==> src/rtl/lfsr_rand_gen_if.sv <==
// Request/result bundle for lfsr_rand_gen: bounded-draw request in, bounded result out.
interface lfsr_rand_gen_if #(
    parameter int unsigned OUT_W = 8
);
    logic             req;
    logic [OUT_W-1:0] bound;
    logic             busy;
    logic [OUT_W-1:0] rnd;
    logic             rnd_valid;
    logic             rnd_fallback;

    modport master (
        output req, bound,
        input  busy, rnd, rnd_valid, rnd_fallback
    );

    modport slave (
        input  req, bound,
        output busy, rnd, rnd_valid, rnd_fallback
    );
endinterface

==> src/rtl/lfsr_rand_gen.sv <==
// Fibonacci XNOR LFSR with seed load, free-run step and bounded draws by rejection sampling.
// Optional lockup recovery is enabled by defining LFSR_RAND_GEN_LOCKUP_RECOVER_EN.
module lfsr_rand_gen #(
    parameter int unsigned     WIDTH     = 16,
    parameter logic [WIDTH-1:0] TAPS     = 16'h100B,
    parameter logic [WIDTH-1:0] SEED     = 16'hAAAA,
    parameter int unsigned     OUT_W     = 8,
    parameter int unsigned     MAX_TRIES = 16
) (
    input  logic             clk,
    input  logic             rst,
    input  logic             en,
    input  logic             load,
    input  logic [WIDTH-1:0] seed_in,
    lfsr_rand_gen_if.slave   bus,
    output logic [WIDTH-1:0] state,
    output logic             lockup_det
);
    localparam int unsigned TW = (MAX_TRIES > 1) ? $clog2(MAX_TRIES) : 1;

    function automatic int unsigned popcount(input logic [WIDTH-1:0] v);
        int unsigned n;
        n = 0;
        for (int unsigned i = 0; i < WIDTH; i++) n += 32'(v[i]);
        return n;
    endfunction

    // Even tap count means the XOR chain is inverted, making all-ones the lockup state.
    localparam logic FB_INV = ((popcount(TAPS) % 2) == 0);

    typedef enum logic {IDLE, DRAW} fsm_t;

    fsm_t             fsm, fsm_nxt;
    logic [OUT_W-1:0] bound_q;
    logic [TW-1:0]    tries;
    logic [OUT_W-1:0] cand;
    logic             fb;
    logic             start, accept, give_up, retry, step, recover;

    assign cand = state[OUT_W-1:0];
    assign fb   = (^(state & TAPS)) ^ FB_INV;
    assign bus.busy = (fsm == DRAW);

`ifdef LFSR_RAND_GEN_LOCKUP_RECOVER_EN
    assign recover = &state;
`else
    assign recover = 1'b0;
`endif

    always_ff @(posedge clk) begin
        if (rst) fsm <= IDLE;
        else     fsm <= fsm_nxt;
    end

    // A load cycle inside DRAW evaluates no candidate, so the draw simply resumes afterwards.
    always_comb begin
        fsm_nxt = fsm;
        start   = 1'b0;
        accept  = 1'b0;
        give_up = 1'b0;
        retry   = 1'b0;
        step    = 1'b0;
        case (fsm)
            IDLE: begin
                step = en;
                if (bus.req && (bus.bound != '0)) begin
                    start   = 1'b1;
                    fsm_nxt = DRAW;
                end
            end
            DRAW: begin
                step = 1'b1;
                if (!load) begin
                    if (cand < bound_q) begin
                        accept  = 1'b1;
                        fsm_nxt = IDLE;
                    end else if (tries == TW'(MAX_TRIES - 1)) begin
                        give_up = 1'b1;
                        fsm_nxt = IDLE;
                    end else begin
                        retry = 1'b1;
                    end
                end
            end
            default: fsm_nxt = IDLE;
        endcase
    end

    always_ff @(posedge clk) begin
        if (rst) begin
            state            <= SEED;
            bound_q          <= '0;
            tries            <= '0;
            bus.rnd          <= '0;
            bus.rnd_valid    <= 1'b0;
            bus.rnd_fallback <= 1'b0;
        end else begin
            bus.rnd_valid <= accept | give_up;
            if (accept) begin
                bus.rnd          <= cand;
                bus.rnd_fallback <= 1'b0;
            end else if (give_up) begin
                bus.rnd          <= '0;
                bus.rnd_fallback <= 1'b1;
            end

            if (start) begin
                bound_q <= bus.bound;
                tries   <= '0;
            end else if (retry) begin
                tries <= tries + 1'b1;
            end

            if (load)         state <= seed_in;
            else if (recover) state <= SEED;
            else if (step)    state <= {fb, state[WIDTH-1:1]};
        end
    end

`ifdef LFSR_RAND_GEN_LOCKUP_RECOVER_EN
    always_ff @(posedge clk) begin
        if (rst) lockup_det <= 1'b0;
        else     lockup_det <= recover && !load;
    end
`else
    assign lockup_det = 1'b0;
`endif
endmodule

==> src/flat_wrapper.sv <==
// flat-port wrapper written by rule: the top's interface ports become plain ports
module lfsr_rand_gen_flat 
#(
    parameter int unsigned     WIDTH     = 16,
    parameter logic [WIDTH-1:0] TAPS     = 16'h100B,
    parameter logic [WIDTH-1:0] SEED     = 16'hAAAA,
    parameter int unsigned     OUT_W     = 8,
    parameter int unsigned     MAX_TRIES = 16
)
  (clk, rst, en, load, seed_in, state, lockup_det, bus_req, bus_bound, bus_busy, bus_rnd, bus_rnd_valid, bus_rnd_fallback);
  lfsr_rand_gen_if #(.OUT_W(OUT_W)) bus_i ();
  input  logic clk;
  input  logic rst;
  input  logic en;
  input  logic load;
  input  logic [WIDTH-1:0] seed_in;
  output logic [WIDTH-1:0] state;
  output logic lockup_det;
  input wire logic [$bits(bus_i.req)-1:0] bus_req;
  input wire logic [$bits(bus_i.bound)-1:0] bus_bound;
  output wire logic [$bits(bus_i.busy)-1:0] bus_busy;
  output wire logic [$bits(bus_i.rnd)-1:0] bus_rnd;
  output wire logic [$bits(bus_i.rnd_valid)-1:0] bus_rnd_valid;
  output wire logic [$bits(bus_i.rnd_fallback)-1:0] bus_rnd_fallback;
  assign bus_i.req = bus_req;
  assign bus_i.bound = bus_bound;
  assign bus_busy = bus_i.busy;
  assign bus_rnd = bus_i.rnd;
  assign bus_rnd_valid = bus_i.rnd_valid;
  assign bus_rnd_fallback = bus_i.rnd_fallback;
  lfsr_rand_gen #(.WIDTH(WIDTH), .TAPS(TAPS), .SEED(SEED), .OUT_W(OUT_W), .MAX_TRIES(MAX_TRIES)) u_core (.clk(clk), .rst(rst), .en(en), .load(load), .seed_in(seed_in), .bus(bus_i), .state(state), .lockup_det(lockup_det));
endmodule
==> config.mk <==
export PLATFORM = sky130hd
export DESIGN_NAME = lfsr_rand_gen_flat
export DESIGN_NICKNAME = d
export VERILOG_FILES = /design/src/rtl/lfsr_rand_gen_if.sv /design/src/rtl/lfsr_rand_gen.sv /design/src/flat_wrapper.sv
export SDC_FILE = /design/constraint.sdc
export NUM_CORES = 1
export LEC_CHECK = 0
export CORE_MARGIN = 1.5
export CORE_UTILIZATION = 40
export DETAILED_ROUTE_END_ITERATION = 10
export DONT_BUFFER_PORTS = 1
export GPL_ROUTABILITY_DRIVEN = 0
export PLACE_DENSITY = 0.61
export SLEW_MARGIN = 20
export SYNTH_ARGS = -nofsm -noshare
export SYNTH_HDL_FRONTEND = slang
export SYNTH_SLANG_ARGS = --single-unit
==> constraint.sdc <==
create_clock -name clk -period 2.53 [get_ports clk]
set_input_delay 0.3795 -clock clk [delete_from_list [all_inputs] [get_ports clk]]
set_output_delay 0.3795 -clock clk [all_outputs]
set_load 0.01 [all_outputs]
==> results.cfg <==
[synth]
synth_area_per_cell_sq_um = 8.60
async_flop_share_pct = 0
synthCells = 223
synth_nets = 260
synth_seq_cells = 39
yosysWarnings = 0
synth_edf_count = 0
yosysSeqAreaShare_pct = 40.7
ys_types = 35
ys.flop_type = dfxtp_1
netlist_area_sq_um = 1920

[power_and_ir_drop]
vdd_drop_max_v = 0.000224
power-per-cell-area_nw_per_um2 = 696
p_leak_nw = 0.819
p_total_w = 0.00143

[job]
maxCapViolCount = 0

[final_layout]
finalNonFillerCells = 273
drive_above_1_share_pct = 6.39
nets = 255
area_growth_pct = 7.37
utilization_pct = 44.2
diodes = 0

[routing]
drt_drc_violations_left = 0
viasPerCell = 5.36
ant_nets = 0
drt-initial-drc-count = 111
wl_per_cell_microns = 14.8
routed_wl_mm = 4.04
vias = 1463
drt_first_pass_iters = 4

[status]
status = finished clean

[critical_path]
ff2ff_path_depth = 6
worst_ep_arrival_time_ns = 2.27
critical_path_class = reg2reg
path_max_fanout = 5
startpoint_type = flop
critPathCaptureType = flop
required_ns = 2.75

[timing]
fin_skew_ns = 0.00553
relSlewSlack_pct = 36.3
max_clock_freq_mhz = 488
worst_slew_pin_slew_ns = 0.955
layout_min_cycle_time_ns = 2.05
final_hold_viol_count = 0
period_share_pct = 81.0
setup_violations = 0
rsz0062_at_grt = no
drv_slew = 0
setup-tns-final_ns = 0

[clock_network]
clockBufferDepth = 2
htree_levels = 2
clock_latency_ns = 0.29
numCtsBuffers = 5
cts_sinks = 39
cts_setup_buffers = 0
root_buffer = clkbuf_8
cts_resized = 0
path_clk_slew_ns = 0.08
cts.hold.buffers_added = 0
cts_tree = yes

[global_routing]
grt_usage_pct = 16.3
grt_overflow = 0
antenna_found_initial = 0
grt_max_degree = 40
grt_pass1_wl_mm = 6.58
grt_pass1_vias = 1388

[die]
rows = 25
num_io_pins = 57
coreArea_sq_um = 4660
start_util_pct = 41.2
die-height_microns = 72.2
die_w_microns = 72.2
die_area_sq_um = 5220

[hold_path]
min_path_type = in2reg
whs_path_depth = 1

[place]
port_buffers = 0
dp.cells = 265
dp_hpwl_mm = 2.87
[state kept, by name, indices dropped and copies added, names as in the netlist]
register	count
u_core.bound_q	8
u_core.tries	4
u_core.bus.rnd_fallback	1
u_core.bus.busy	1
u_core.bus.rnd	8
u_core.bus.rnd_valid	1
u_core.state	16
[synth_stat cells (2+ instances only)]
cell type  instances  share of area (%)
or3_1              2               0.65
nand2b_1          19                6.2
mux2i_1           25                 13
clkbuf_1          10                2.0
ha_1               8                5.2
nand3_1            2               0.52
a21oi_1           12                3.1
nor3_1             2               0.52
xnor2_1            2               0.91
inv_1              8                1.6
o31ai_1            2               0.78
dfxtp_1           39                 41
nor4_1             3               0.98
nor2_1            29                5.7
buf_2              2               0.52
o21ai_0            9                2.3
a211oi_1          11                4.3
nand2_1           21                4.1
[power by group]
part / switching [W] / internal [W]
registers: 0.0000560 / 0.000655
clock network: 0.000215 / 0.000319
logic: 0.0000993 / 0.0000890
total: 0.000371 / 0.00106
[layout make-up]
type | instances | area (sq um)
clock inverters | 2 | 35.0
repair buffers | 2 | 15.0
fillers | 457 | 2600
multi-input cells | 162 | 1050
clock buffers | 6 | 82.6
well taps | 54 | 67.6
inverters | 8 | 30.0
flip-flops and latches | 39 | 781
[per-stage QoR]
| stage | hold WS (ns) | cell area [sq um] | setup WS [ns] |
|---|---|---|---|
| 3_5_place_dp | 0.456 | 1940 | 0.534 |
| 5_1_grt | 0.138 | 2060 | 0.306 |
| 4_1_cts | 0.141 | 2060 | 0.512 |
| 3_3_place_gp | 0.454 | 1940 | 0.571 |
| 2_1_floorplan | 0.462 | 1920 | 0.660 |
| 6_report | 0.152 | 2060 | 0.481 |
[placed cells by master, fill, tap and decap left out, types with 3 or more instances in the layout]
cell type and instances:
nand2_1 21, nor2_1 29, o21ai_0 9, a211oi_1 11, ha_1 8, clkbuf_8 6
dfxtp_1 39, nand2b_1 19, a21oi_1 12, nor4_1 3, mux2i_1 25, inv_1 8
[cells by family after synthesis]
group,Yosys count,share of synthesized area (%)
AOI/OAI and AO/OA,41,13.9
xor gates and xnor gates,3,1.37
adders and majority gates,8,5.22
buffers and inverters,22,4.63
DFF,39,40.7
muxes,25,13.0
other,1,0.196
and+or+nand+nor,84,20.9
[critical path: stages (launching register included)]
cell and delay [ns]:
dfxtp_1 0.48, ha_1 0.24, o21ai_1 0.08, a211o_1 0.32
o21ba_1 0.22, or4_1 0.47, a21oi_1 0.16
[per-layer routing]
layer  share of wire, %  track usage (%)
met1                 49             20.5
met2                 42             25.3
met3                7.9             6.67
met4                1.4             5.66
met5                  0                0
[final timing paths]
| path | from | endpoint | slack [ns] |
|---|---|---|---|
| max | u_core.state[2] | u_core.tries[0] | 0.48 |
| max reg2reg | u_core.state[2] | u_core.tries[0] | 0.48 |
| min reg2reg | u_core.bus.rnd[1] | u_core.bus.rnd[1] | 0.51 |
| min | rst | u_core.bound_q[0] | 0.15 |
No activity file was read; power rests on OpenSTA's default activity.
